### config.mk
export PLATFORM = sky130hd
export DESIGN_NAME = mem_stage_lsu_flat
export DESIGN_NICKNAME = d
export VERILOG_FILES = /design/src/rtl/mem_stage_lsu_pkg.sv /design/src/rtl/mem_stage_lsu_if.sv /design/src/rtl/mem_stage_lsu_load_align.sv /design/src/rtl/mem_stage_lsu.sv /design/src/flat_wrapper.sv
export SDC_FILE = /design/constraint.sdc
export NUM_CORES = 1
export LEC_CHECK = 0
export ABC_AREA = 1
export BUFFER_PORTS_ARGS = -buffer_cell sky130_fd_sc_hd__buf_2
export CAP_MARGIN = 5
export CORE_MARGIN = 1.5
export CORE_UTILIZATION = 35
export DETAILED_ROUTE_END_ITERATION = 7
export PLACE_DENSITY = 0.59
export SLEW_MARGIN = 20
export SYNTH_ARGS = -nofsm -noshare
export SYNTH_HDL_FRONTEND = slang
export SYNTH_SLANG_ARGS = --single-unit
### constraint.sdc
create_clock -name clk -period 2.4 [get_ports clk]
set_clock_uncertainty 0.15 [all_clocks]
set_input_delay 0.36 -clock clk [delete_from_list [all_inputs] [get_ports clk]]
set_output_delay 0.36 -clock clk [all_outputs]
set_load 0.02 [all_outputs]
### src/rtl/mem_stage_lsu_pkg.sv
// Shared definitions for the MEM stage: load-op encoding, field widths and
// the EX->MS / MS->WS bus widths used by the neighbouring bus packers.
package mem_stage_lsu_pkg;

  localparam int REG_W      = 32;
  localparam int PC_W       = 32;
  localparam int DEST_W     = 5;
  localparam int ADDR_LOW_W = 3;
  localparam int LOAD_OP_W  = 3;
  localparam int RF_WE_W    = 4;

  typedef enum logic [LOAD_OP_W-1:0] {
    LOAD_LW  = 3'd0,
    LOAD_LB  = 3'd1,
    LOAD_LBU = 3'd2,
    LOAD_LH  = 3'd3,
    LOAD_LHU = 3'd4,
    LOAD_LWL = 3'd5,
    LOAD_LWR = 3'd6,
    LOAD_RSV = 3'd7
  } load_op_e;

  typedef struct packed {
    logic [PC_W-1:0]       pc;
    logic [ADDR_LOW_W-1:0] addr_low;
    load_op_e              load_op;
    logic                  res_from_mem;
    logic                  req_sent;
    logic                  gr_we;
    logic [DEST_W-1:0]     dest;
    logic [REG_W-1:0]      alu_result;
  } es_payload_t;

  localparam int ES_TO_MS_BUS_W = $bits(es_payload_t);
  localparam int MS_TO_WS_BUS_W = RF_WE_W + DEST_W + REG_W + PC_W;

  function automatic logic [REG_W-1:0] ext16(input logic [15:0] v, input logic sgn);
    return {{16{sgn & v[15]}}, v};
  endfunction

  function automatic logic [REG_W-1:0] ext8(input logic [7:0] v, input logic sgn);
    return {{24{sgn & v[7]}}, v};
  endfunction

endpackage

### src/rtl/mem_stage_lsu_if.sv
// EX/memory/WB-facing signal bundle of the MEM stage; the slave modport is the
// stage itself, the master modport is whatever surrounds it.
interface mem_stage_lsu_if #(parameter int DW = 32);
  import mem_stage_lsu_pkg::*;

  logic                  flush;
  logic                  es_to_ms_valid;
  logic                  ms_allowin;
  logic [PC_W-1:0]       es_pc;
  logic [ADDR_LOW_W-1:0] es_addr_low;
  logic [LOAD_OP_W-1:0]  es_load_op;
  logic                  es_res_from_mem;
  logic                  es_req_sent;
  logic                  es_cancel_req;
  logic                  es_gr_we;
  logic [DEST_W-1:0]     es_dest;
  logic [REG_W-1:0]      es_alu_result;
  logic [DW-1:0]         data_rdata;
  logic                  data_data_ok;
  logic                  ws_allowin;
  logic                  ms_to_ws_valid;
  logic [RF_WE_W-1:0]    ms_rf_we;
  logic [DEST_W-1:0]     ms_dest;
  logic [REG_W-1:0]      ms_result;
  logic [PC_W-1:0]       ms_pc;
  logic                  ms_valid;
  logic                  ms_fwd_valid;
  logic                  ms_fwd_block;

  modport slave (
    input  flush, es_to_ms_valid, es_pc, es_addr_low, es_load_op, es_res_from_mem,
           es_req_sent, es_cancel_req, es_gr_we, es_dest, es_alu_result,
           data_rdata, data_data_ok, ws_allowin,
    output ms_allowin, ms_to_ws_valid, ms_rf_we, ms_dest, ms_result, ms_pc,
           ms_valid, ms_fwd_valid, ms_fwd_block
  );

  modport master (
    output flush, es_to_ms_valid, es_pc, es_addr_low, es_load_op, es_res_from_mem,
           es_req_sent, es_cancel_req, es_gr_we, es_dest, es_alu_result,
           data_rdata, data_data_ok, ws_allowin,
    input  ms_allowin, ms_to_ws_valid, ms_rf_we, ms_dest, ms_result, ms_pc,
           ms_valid, ms_fwd_valid, ms_fwd_block
  );

endinterface

### src/rtl/mem_stage_lsu_load_align.sv
// Combinational load aligner: picks the addressed byte/half/word out of a
// 32-bit lane, extends it, and produces per-byte GPR write enables.
module mem_load_align
  import mem_stage_lsu_pkg::*;
(
  input  logic [REG_W-1:0]   lane_i,
  input  logic [1:0]         k_i,
  input  load_op_e           load_op_i,
  input  logic               gr_we_i,
  output logic [REG_W-1:0]   aligned_o,
  output logic [RF_WE_W-1:0] rf_we_o
);

  logic [7:0]  byte_w;
  logic [15:0] half_w;

  always_comb begin
    byte_w    = lane_i[{k_i, 3'b000} +: 8];
    half_w    = lane_i[{k_i[1], 4'b0000} +: 16];
    aligned_o = lane_i;
    rf_we_o   = {RF_WE_W{gr_we_i}};
    case (load_op_i)
      LOAD_LB:  aligned_o = ext8(byte_w, 1'b1);
      LOAD_LBU: aligned_o = ext8(byte_w, 1'b0);
      LOAD_LH:  aligned_o = ext16(half_w, 1'b1);
      LOAD_LHU: aligned_o = ext16(half_w, 1'b0);
      // Unaligned halves: only the bytes that came from memory get written.
      LOAD_LWL: begin
        aligned_o = lane_i << {(2'd3 - k_i), 3'b000};
        rf_we_o   = (4'b1111 << (2'd3 - k_i)) & {RF_WE_W{gr_we_i}};
      end
      LOAD_LWR: begin
        aligned_o = lane_i >> {k_i, 3'b000};
        rf_we_o   = (4'b1111 >> k_i) & {RF_WE_W{gr_we_i}};
      end
      default: ;
    endcase
  end

endmodule

### src/rtl/mem_stage_lsu.sv
// MEM stage with variable-latency data response, one-entry response buffer,
// flush with stale-response discard, and ID forwarding/stall outputs.
module mem_stage_lsu
  import mem_stage_lsu_pkg::*;
#(
  parameter int DW       = 32,
  parameter int CANCEL_W = 2
) (
  input logic            clk,
  input logic            reset,
  mem_stage_lsu_if.slave bus
);

  es_payload_t         pl_q, pl_d;
  logic                ms_valid_q, ms_valid_d;
  logic                buf_valid_q, buf_valid_d;
  logic [REG_W-1:0]    buf_data_q, buf_data_d;
  logic [CANCEL_W-1:0] cnt_q, cnt_d;
  logic [CANCEL_W:0]   cnt_sum;

  logic                wait_w, resp_mine, stale_ok, ready_go, allowin, leave;
  logic [REG_W-1:0]    lane_w, src_w, aligned_w;
  logic [RF_WE_W-1:0]  rf_we_w;

  if (DW == 64) begin : g_lane64
    assign lane_w = bus.data_rdata[{pl_q.addr_low[2], 5'b00000} +: 32];
  end else begin : g_lane32
    logic unused_addr2;
    assign unused_addr2 = pl_q.addr_low[2];
    assign lane_w       = bus.data_rdata[31:0];
  end

  assign src_w = buf_valid_q ? buf_data_q : lane_w;

  mem_load_align u_align (
    .lane_i    (src_w),
    .k_i       (pl_q.addr_low[1:0]),
    .load_op_i (pl_q.load_op),
    .gr_we_i   (pl_q.gr_we),
    .aligned_o (aligned_w),
    .rf_we_o   (rf_we_w)
  );

  // A response is ours only once every outstanding cancelled one has drained.
  always_comb begin
    wait_w    = ms_valid_q && pl_q.req_sent && !buf_valid_q;
    stale_ok  = bus.data_data_ok && (cnt_q != '0);
    resp_mine = bus.data_data_ok && (cnt_q == '0) && wait_w;
    ready_go  = !wait_w || resp_mine;
    allowin   = !ms_valid_q || (ready_go && bus.ws_allowin);
    leave     = ms_valid_q && ready_go && bus.ws_allowin;
  end

  always_comb begin
    pl_d        = pl_q;
    ms_valid_d  = ms_valid_q;
    buf_valid_d = buf_valid_q;
    buf_data_d  = buf_data_q;
    cnt_sum     = {1'b0, cnt_q};
    if (bus.flush) begin
      ms_valid_d  = 1'b0;
      buf_valid_d = 1'b0;
      cnt_sum     = cnt_sum + {{CANCEL_W{1'b0}}, (wait_w && !resp_mine)}
                            + {{CANCEL_W{1'b0}}, bus.es_cancel_req};
    end else begin
      if (allowin) begin
        ms_valid_d = bus.es_to_ms_valid;
        if (bus.es_to_ms_valid) begin
          pl_d.pc           = bus.es_pc;
          pl_d.addr_low     = bus.es_addr_low;
          pl_d.load_op      = load_op_e'(bus.es_load_op);
          pl_d.res_from_mem = bus.es_res_from_mem;
          pl_d.req_sent     = bus.es_req_sent;
          pl_d.gr_we        = bus.es_gr_we;
          pl_d.dest         = bus.es_dest;
          pl_d.alu_result   = bus.es_alu_result;
        end
      end
      if (leave) begin
        buf_valid_d = 1'b0;
      end else if (resp_mine && !bus.ws_allowin) begin
        buf_valid_d = 1'b1;
        buf_data_d  = lane_w;
      end
    end
    if (stale_ok) begin
      cnt_sum = cnt_sum - {{CANCEL_W{1'b0}}, 1'b1};
    end
    cnt_d = cnt_sum[CANCEL_W-1:0];
  end

  always_ff @(posedge clk) begin
    if (reset) begin
      pl_q        <= '0;
      ms_valid_q  <= 1'b0;
      buf_valid_q <= 1'b0;
      buf_data_q  <= '0;
      cnt_q       <= '0;
    end else begin
      pl_q        <= pl_d;
      ms_valid_q  <= ms_valid_d;
      buf_valid_q <= buf_valid_d;
      buf_data_q  <= buf_data_d;
      cnt_q       <= cnt_d;
    end
  end

  // More cancelled requests in flight than the counter can hold is a system bug.
  a_cnt_no_overflow: assert property (@(posedge clk) disable iff (reset)
    cnt_sum <= {1'b0, {CANCEL_W{1'b1}}});

  assign bus.ms_allowin     = allowin;
  assign bus.ms_to_ws_valid = ms_valid_q && ready_go && !bus.flush;
  assign bus.ms_rf_we       = ms_valid_q ? rf_we_w : '0;
  assign bus.ms_dest        = pl_q.dest;
  assign bus.ms_result      = pl_q.res_from_mem ? aligned_w : pl_q.alu_result;
  assign bus.ms_pc          = pl_q.pc;
  assign bus.ms_valid       = ms_valid_q;
  assign bus.ms_fwd_valid   = ms_valid_q && pl_q.gr_we;
  assign bus.ms_fwd_block   = ms_valid_q && pl_q.res_from_mem && !ready_go;

endmodule

### src/flat_wrapper.sv
// flat-port wrapper written by rule: the top's interface ports become plain ports
module mem_stage_lsu_flat import mem_stage_lsu_pkg::*;
#(
  parameter int DW       = 32,
  parameter int CANCEL_W = 2
)
  (clk, reset, bus_flush, bus_es_to_ms_valid, bus_es_pc, bus_es_addr_low, bus_es_load_op, bus_es_res_from_mem, bus_es_req_sent, bus_es_cancel_req, bus_es_gr_we, bus_es_dest, bus_es_alu_result, bus_data_rdata, bus_data_data_ok, bus_ws_allowin, bus_ms_allowin, bus_ms_to_ws_valid, bus_ms_rf_we, bus_ms_dest, bus_ms_result, bus_ms_pc, bus_ms_valid, bus_ms_fwd_valid, bus_ms_fwd_block);
  mem_stage_lsu_if #(.DW(DW)) bus_i ();
  input logic clk;
  input logic reset;
  input wire logic [$bits(bus_i.flush)-1:0] bus_flush;
  input wire logic [$bits(bus_i.es_to_ms_valid)-1:0] bus_es_to_ms_valid;
  input wire logic [$bits(bus_i.es_pc)-1:0] bus_es_pc;
  input wire logic [$bits(bus_i.es_addr_low)-1:0] bus_es_addr_low;
  input wire logic [$bits(bus_i.es_load_op)-1:0] bus_es_load_op;
  input wire logic [$bits(bus_i.es_res_from_mem)-1:0] bus_es_res_from_mem;
  input wire logic [$bits(bus_i.es_req_sent)-1:0] bus_es_req_sent;
  input wire logic [$bits(bus_i.es_cancel_req)-1:0] bus_es_cancel_req;
  input wire logic [$bits(bus_i.es_gr_we)-1:0] bus_es_gr_we;
  input wire logic [$bits(bus_i.es_dest)-1:0] bus_es_dest;
  input wire logic [$bits(bus_i.es_alu_result)-1:0] bus_es_alu_result;
  input wire logic [$bits(bus_i.data_rdata)-1:0] bus_data_rdata;
  input wire logic [$bits(bus_i.data_data_ok)-1:0] bus_data_data_ok;
  input wire logic [$bits(bus_i.ws_allowin)-1:0] bus_ws_allowin;
  output wire logic [$bits(bus_i.ms_allowin)-1:0] bus_ms_allowin;
  output wire logic [$bits(bus_i.ms_to_ws_valid)-1:0] bus_ms_to_ws_valid;
  output wire logic [$bits(bus_i.ms_rf_we)-1:0] bus_ms_rf_we;
  output wire logic [$bits(bus_i.ms_dest)-1:0] bus_ms_dest;
  output wire logic [$bits(bus_i.ms_result)-1:0] bus_ms_result;
  output wire logic [$bits(bus_i.ms_pc)-1:0] bus_ms_pc;
  output wire logic [$bits(bus_i.ms_valid)-1:0] bus_ms_valid;
  output wire logic [$bits(bus_i.ms_fwd_valid)-1:0] bus_ms_fwd_valid;
  output wire logic [$bits(bus_i.ms_fwd_block)-1:0] bus_ms_fwd_block;
  assign bus_i.flush = bus_flush;
  assign bus_i.es_to_ms_valid = bus_es_to_ms_valid;
  assign bus_i.es_pc = bus_es_pc;
  assign bus_i.es_addr_low = bus_es_addr_low;
  assign bus_i.es_load_op = bus_es_load_op;
  assign bus_i.es_res_from_mem = bus_es_res_from_mem;
  assign bus_i.es_req_sent = bus_es_req_sent;
  assign bus_i.es_cancel_req = bus_es_cancel_req;
  assign bus_i.es_gr_we = bus_es_gr_we;
  assign bus_i.es_dest = bus_es_dest;
  assign bus_i.es_alu_result = bus_es_alu_result;
  assign bus_i.data_rdata = bus_data_rdata;
  assign bus_i.data_data_ok = bus_data_data_ok;
  assign bus_i.ws_allowin = bus_ws_allowin;
  assign bus_ms_allowin = bus_i.ms_allowin;
  assign bus_ms_to_ws_valid = bus_i.ms_to_ws_valid;
  assign bus_ms_rf_we = bus_i.ms_rf_we;
  assign bus_ms_dest = bus_i.ms_dest;
  assign bus_ms_result = bus_i.ms_result;
  assign bus_ms_pc = bus_i.ms_pc;
  assign bus_ms_valid = bus_i.ms_valid;
  assign bus_ms_fwd_valid = bus_i.ms_fwd_valid;
  assign bus_ms_fwd_block = bus_i.ms_fwd_block;
  mem_stage_lsu #(.DW(DW), .CANCEL_W(CANCEL_W)) u_core (.clk(clk), .reset(reset), .bus(bus_i));
endmodule
# Word-level counts from Yosys, hierarchy flattened
# Index checks and enable logic that the tools add are counted.
[classes] add_sub_neg=4 eq_ne=6 shifts=6 n_mux=7 bitwise_logic=4 n_reduce_logical=29
[ops] cell="$pmux W32 S6" n=1
[ops] cell="$mux W32" n=2
[ops] cell="$shiftx A32 B6 Y16" n=1
[ops] cell="$shiftx A32 B6 Y8" n=1
[ops] cell="$shl A32 B5 Y32" n=1
[ops] cell="$shr A32 B5 Y32" n=1
[ops] cell="$logic_and A1 B1 Y1" n=14
[ops] cell="$eq A3 B3 Y1 const B" n=3
[ops] cell="$and A4 B4 Y4" n=2
[ops] cell="$pmux W4 S2" n=1
[ops] cell="$logic_not A1 Y1" n=7
[ops] cell="$eq A3 B2 Y1 const B" n=2
[ops] cell="$reduce_and A3 Y1" n=2
[ops] cell="$add A2 B1 Y2" n=2
[ops] cell="$mux W2" n=2
[ops] cell="$mux W4" n=1
[ops] cell="$shl A4 B2 Y4 const A" n=1
[ops] cell="$shr A4 B2 Y4 const A" n=1
[ops] cell="$eq A3 B1 Y1 const B" n=1
[ops] cell="$reduce_or A3 Y1" n=1
[ops] cell="$logic_not A2 Y1" n=1
[ops] cell="$logic_or A1 B1 Y1" n=2
[ops] cell="$not A1 Y1" n=2
[ops] cell="$reduce_bool A2 Y1" n=1
[ops] cell="3 further kinds" n=3
[totals] register_bits=113 in_bits=117 out_inout_bits=78 wordCells=68

# Longest topological paths before layout
# Gate-level depths: netlist (run 1).
[logic_depth] depth_word=10 mapped_depth=13 mapped_depth_nobuf=11

# Modules after synthesis
# From an unflattened synthesis (run 1), not the netlist that was laid out.
[hier_totals] hier_cells=1381 hier_area_um2=8356.8
[modules_own_cells] module="mem_stage_lsu" n_inst=1 cells_per_inst=970 area_each_um2=6578.8 seq_area_each_um2=2262.2
[modules_own_cells] module="mem_load_align" n_inst=1 cells_per_inst=411 area_each_um2=1778.0 seq_area_each_um2=0.0

# Worst setup path before layout (run 1)
# No wires, ideal clock.
[synth_timing] kind="register to output" from="register u_core.buf_valid_q" to="output port bus_ms_result[3]" arrival_time_ns=1.555 t_required_ns=1.890 path_slack_ns=0.335 stages_incl_launch_ff=13 n_path_buf=3 cell_sequence="dfxtp_1 buf_2 inv_2 buf_6 buf_4 nand2_1 nand3_1 nand3_1 nand2_1 nand2_1 nand2_1 inv_1 a21oi_1"
[synth_between] elab_chain_len=4 elab_cells_between_ends=7 classes_between="shift (4); mux (3)"
[synth_rtl] element="start, declared" line="mem_stage_lsu.sv:16" source="logic buf_valid_q, buf_valid_d;"
[synth_rtl] element="start signal, assigned" line="mem_stage_lsu.sv:102" source="buf_valid_q <= buf_valid_d;"
[synth_rtl] element="$mux W32 (*)" line="mem_stage_lsu.sv:33" source="assign src_w = buf_valid_q ? buf_data_q : lane_w;"
[synth_rtl] element="$shiftx A32 B6 Y16, or another cell as far along" line="mem_stage_lsu_load_align.sv:19" source="half_w = lane_i[{k_i[1], 4'b0000} +: 16];"
[synth_rtl] element="$pmux W32 S6 (*)" line="mem_stage_lsu_load_align.sv:22" source="case (load_op_i)"
[synth_rtl] element="$mux W32 (*)" line="mem_stage_lsu.sv:116" source="assign bus.ms_result = pl_q.res_from_mem ? aligned_w : pl_q.alu_result;"
[synth_rtl] element="end, declared" line="flat_wrapper.sv:29" source="output wire logic [$bits(bus_i.ms_result)-1:0] bus_ms_result;"
# Every way passes the cells marked *; elsewhere a longest branch is shown, timed or not.

# Worst setup path after layout (run 1)
[layout_timing] from="register u_core.buf_valid_q" to="output port bus_ms_result[6]"
# Same word-level chain as after synthesis.

==> results of run 1 <==
## area by class of cell
cell class | instances | share of cell area [%]
clock inverter | 14 | 2.00
multi-input combinational | 752 | 41.8
inverter | 150 | 6.07
clock buffer | 18 | 4.53
tap | 265 | 3.42
sequential | 113 | 23.6
timing repair buffer | 250 | 18.6
## flip-flops by register name, summed over array words and instances (netlist names)
register	flops
u_core.bus.ms_valid	1
u_core.buf_valid_q	1
u_core.bus.ms_dest	5
u_core.cnt_q	2
u_core.buf_data_q	32
u_core.bus.ms_pc	32
u_core.pl_q	40
## through the flow
step           total power, mW  hold WS (ns)  setup TNS, ns
3_3_place_gp              3.22         0.278              0
5_1_grt                   6.49        0.0622          -6.24
6_report                  6.21        0.0487          -2.68
2_1_floorplan             2.86         0.274              0
4_1_cts                   6.22        0.0472          -2.29
3_5_place_dp              3.24         0.281              0
## worst min-delay path, cell delays in order
cell	delay (ns)
buf_2	0.07
o21ai_0	0.07
a21oi_1	0.10
## metal layers
metal	GRT usage [%]	vias to the layer above	wire [um]
met5	0	-	0
met4	9.13	0	651
met3	5.80	45	1570
met2	39.5	264	11300
met1	27.6	3556	9890
li1	-	3894	-
## cell families (layout without fill, tap and decap cells)
group           after synthesis  after routing  synth area share, %
buf+inv                     254            432                 16.9
flops                       113            113                 32.8
xor+xnor                      1              1                0.127
simple gates                481            481                 29.9
fa+ha+maj                     1              1                0.290
compound gates              269            269                 19.9
## worst max-delay path by stage
stage | from | to | slack (ns) | cells after the start
after floorplan | u_core.buf_valid_q | bus_ms_result[3] | 0.33 | 12
after global placement | u_core.buf_valid_q | bus_ms_result[1] | 0.11 | 9
after detailed placement | u_core.buf_valid_q | bus_ms_result[1] | 0.11 | 9
after CTS | u_core.buf_valid_q | bus_ms_result[23] | -0.10 | 11
after global routing | u_core.buf_valid_q | bus_ms_result[23] | -0.24 | 11
final | u_core.buf_valid_q | bus_ms_result[6] | -0.12 | 10
## Yosys cell counts (all sizes together)
master / instances / area, um2
nor2: 56 / 220
clkbuf: 36 / 135
clkinv: 1 / 3.75
nand4: 9 / 71.3
and2: 10 / 62.6
o31ai: 1 / 7.51
inv: 149 / 559
nand2: 270 / 1020
nand3: 130 / 651
dfxtp: 113 / 2260
a21oi: 131 / 659
o21bai: 1 / 7.51
fa: 1 / 20.0
buf: 68 / 468
nor3: 4 / 25.0
nand3b: 2 / 15.0
xor2: 1 / 8.76
o21ai: 136 / 699
## timing repair
item | CTS | global route
cloned | 6 | 0
endpoints found under the setup margin | 34 | 33
pin swaps | 60 | 11
hold buffers | 1 | 0
endpoints found under the hold margin | 1 | 0
buffers inserted | 13 | 2
resized for setup | 225 | 39
## power breakdown
group / internal [mW] / switching [mW] / total [mW]
Combinational: 0.572 / 0.849 / 1.42
Clock: 1.70 / 1.05 / 2.75
Sequential: 1.98 / 0.0635 / 2.04
Total: 4.25 / 1.96 / 6.21
==> results.md, run 1 <==
- Via-to-Cell Ratio: 4.97
- Die Ht: ~140 um
- Final Cycle Share: 105%
- Min Tclk post-route: 2.52 ns
- Setup repair after global routing missed its margin: true
- RD Place Congestion: about 0.9
- # clock sinks: 113
- Io pins: 195
- Core area: 19400 um2
- CTS Buf Count: 17
- CP Data Arrival Time: roughly 2.0 ns
- Crit end category: output pin
- Worst-path maximum fanout: 7
- H-tree lvl count: 4
- Final instance area: 9680 um2
- Syn Std Cell Area: roughly 6900 um2
- Vias in the first global route: 7415
- Crit path max-delay family: buffers and inverters
- Min-delay src: bus_es_pc[24]
- Min setup slack post-route: -0.123 ns
- Slew at the pin with the worst max-slew slack: 0.724 ns
- Setup Viol. Count Final: 32
- Final Non-Filler Cells: 1562
- Synth Instances: 1119
- Die area: 20500 um2
- Slew Limit Fails: 0
- Initial antenna violation count: 0
- Fill cells: 2000
- Most frequent cells in the layout: nand2_1, buf_2, inv_1, a21oi_1, o21ai_0
- Worst r2r src: u_core.buf_valid_q
- # rows: 51
- Status: complete, but fails checks
- CTS tree: yes
- Failing checks: negative setup slack
- Clk_lat worst skew: 0.43 ns
- Most common cell after layout, fill and taps aside: nand2_1
- Reg2Reg Depth: 9
- Area of the multi-input gates: just over 4000 um2
- CTS root buffer: clkbuf_16
- Number of remaining DRC errors: 0
- Slowest CP cell: dfxtp_4
- Worst Path Buf+Inv: 4
- Hold Path Class: input pin to flip-flop
- Starting Density: 35.5%
- Reg clk slew, reported paths: roughly 0.060 ns
- Cell Area, Placed: about 8000 um2
- Final hold violations: 0
- Crit Path Category: flip-flop to output pin
- CP peak stage delay: 0.38 ns
- Critical-path cell list: inv_8 > buf_12 > nand2_1 > and2_1 > o21ai_1 > nand2_1 > nand2_1 > inv_1 > a21oi_2 > buf_4
- Port Buf Inserts: 193
- DP Cell Count: 1509
- Worst R2R End: u_core.cnt_q[1]
- Register bit count reported by yosys: 113
- Fin util: approximately half
- Chip Width: 143 um
- Post-DRT Antenna Nets: 0
- Reg-to-reg slack, setup: 0.39 ns
- Sequential-to-total area share from yosys stat: 32.8%
- Leakage power total: between 4 and 5 nW
- GRT Overall Usage: a little under a quarter
- Share of cells above drive strength 1: 34.2%
- VDD IR max: 557 uV
- Initial detailed-routing violation count: ~470
- Final HPWL from detailed placement: 16.4 mm
- Clock Path Buffers: 2
- DR WL/cell: 15.0 um
- Largest net degree at the start of global routing: 91
- Fin nets: 1402
- Max Cap Violations: 0
- Most frequent CP cell: nand2_1
- Drt pass-1 iters: 5
- Synthesized net count: 1237
- Startpoint Class: flip-flop
- Hold path cells: 3
- Ys Warns: 0
- Area Overhead vs Synth: 40.5%
- Synthesized area per cell: 6.16 um2
- # diodes: 0
- Distinct cell type count after synthesis: 31
- Hold Path End: u_core.bus.ms_pc[24]
- Slew HR: around 52%
- Vias: 7759
- Pre-CTS WS: around 0.11 ns
- Global-route wire length before repair: about 37 mm
- Routed wire length: 23.4 mm
- P per Cell Area: around 640 nW/um2
- WP data required: 1.89 ns
- Global route overflow: 0
- Register area: 2280 um2
- Fmax: just under 0.4 GHz
Power figures use the tool's default switching activity.
==> run 2: changes to the inputs <==
clock period = 3.3 ns   (was 2.4 ns; I/O delays follow)
==> results.md, run 2 (same netlist as run 1, synthesis figures left out) <==
- Fin nets: 1366
- Startpoint Class: flip-flop
- Reg-to-reg slack, setup: 1.21 ns
- Setup Viol. Count Final: 0
- Share of power burned in registers: 35.5%
- GRT Overall Usage: a little over a fifth
- Reg2Reg Depth: 7
- Setup repair after global routing missed its margin: true
- # rows: between 50 and 60
- VDD IR max: 269 uV
- # clock sinks: between 100 and 150
- Sw Share: 31.7%
- Vias: 7236
- Worst-path maximum fanout: 14
- Final hold violations: 0
- Fin util: between 40% and 50%
- Status: finished, final reports clean
- Worst r2r src: u_core.cnt_q[0]
- Die Ht: 143 um
- H-tree lvl count: 4
- Via-to-Cell Ratio: 4.74
- Final Non-Filler Cells: 1526
- Hold Path Class: input pin to flip-flop
- Setup TNS: 0 ns
- Chip Width: 143 um
- Largest net degree at the start of global routing: 75
- Starting Density: 35.5%
- Die area: 20500 um2
- Final HPWL from detailed placement: around 16 mm
- CTS Buf Count: 17
- Logic pwr share: roughly a fifth
- P per Cell Area: 497 nW/um2
- Switching power: 1.32 mW
- CTS root buffer: clkbuf_16
- Area Overhead vs Synth: 22.0%
- Crit Path Category: flip-flop to output pin
- DR WL/cell: 14.1 um
- Min Tclk post-route: 3.12 ns
- Crit end category: output pin
- Global route overflow: 0
- Hold Path End: u_core.cnt_q[0]
- Routed wire length: 21.5 mm
- Vias in the first global route: 6786
- WHS: 0.117 ns
- CTS tree: yes
- # diodes: 0
- Reg clk slew, reported paths: 0.06 ns
- Clk pwr share: around 45%
- Initial detailed-routing violation count: 457
- Final Cycle Share: 94.6%
- Largest register FFs: 40
- Number of remaining DRC errors: 0
- Leakage power total: 4.05 nW
- Global-route wire length before repair: around 34 mm
- Worst R2R End: u_core.pl_q[2]
- Largest Register: u_core.pl_q
- Min-delay src: reset
- Share of cells above drive strength 1: roughly a fifth
- Slew HR: 49.6%
- Fill cells: 2162
- RD Place Congestion: ~0.90
- Initial antenna violation count: 0
- WP data required: 2.65 ns
- Int Power: 2.85 mW
- Most common cell after layout, fill and taps aside: nand2_1
- Clock Path Buffers: 2
- Fmax: 0.320 GHz
- Hold path cells: 2
- Clk_lat worst skew: approximately 0.42 ns
- Post-DRT Antenna Nets: 0
- Port Buf Inserts: approximately 190
- Io pins: 195
- Slew Limit Fails: 0
- Core area: roughly 19000 um2
- Drt pass-1 iters: 7
- DP Cell Count: 1491
- Most frequent cells in the layout: nand2_1, buf_2, inv_1, o21ai_0, a21oi_1
- CP Data Arrival Time: between 2 and 2.5 ns
- Slew at the pin with the worst max-slew slack: 0.755 ns
- Max Cap Violations: 0
run 2: repair_timing:
action / in CTS / in global routing
setup endpoints to repair: 0 / 25
hold buffers: 0 / 0
buffers inserted: 0 / 3
resized for setup: 0 / 4
run 2: through the flow:
stage / setup slack (ns) / instance area (um2) / power [mW]
after floorplan: 1.10 / 6890 / 2.08
after global placement: 0.562 / 7770 / 2.31
after detailed placement: 0.517 / 7770 / 2.32
after CTS: 0.0641 / 8360 / 4.22
after global routing: -0.00174 / 8410 / 4.40
final: 0.180 / 8410 / 4.18
run 2: layout make-up:
type                       instances  area (um2)  share of cell area (%)
clock buffer                      17         425                    5.06
multi-input combinational        752        3490                    41.5
inverter                         150         567                    6.74
timing repair buffer             214        1160                    13.8
tap                              265         332                    3.94
clock inverter                    15         173                    2.05
sequential                       113        2260                    26.9
run 2: worst max-delay path, stage by stage (launching register included):
cell and delay, ns:
dfxtp_1 0.37, inv_1 0.17, nand3_1 0.10, nand2_1 0.10
inv_1 0.19, o21ai_4 0.46, a21oi_1 0.12, a21oi_1 0.30
buf_2 0.23
run 2: worst max-delay path by stage:
stage,start,endpoint
floorplan,u_core.buf_valid_q,bus_ms_result[3]
global placement,u_core.pl_q[40],bus_ms_result[22]
detailed placement,u_core.pl_q[40],bus_ms_result[22]
CTS,u_core.pl_q[40],bus_ms_result[16]
global route,u_core.pl_q[40],bus_ms_result[14]
finish,u_core.pl_q[42],bus_ms_result[0]
run 2: power groups by stage:
| stage | logic (mW) | registers, mW | clock network [mW] |
|---|---|---|---|
| after floorplan | 0.577 | 1.50 | 0 |
| after global placement | 0.805 | 1.51 | 0 |
| after detailed placement | 0.812 | 1.51 | 0 |
| after CTS | 0.814 | 1.48 | 1.93 |
| after global routing | 0.914 | 1.49 | 1.99 |
| final | 0.819 | 1.48 | 1.88 |
run 2: per-layer routing:
metal	global-route usage (%)	vias up	share of wire, %
met2	36.6	212	48
met5	0	-	0
met4	6.93	0	1.9
li1	-	3815	-
met3	6.46	25	7.1
met1	25.8	3184	43
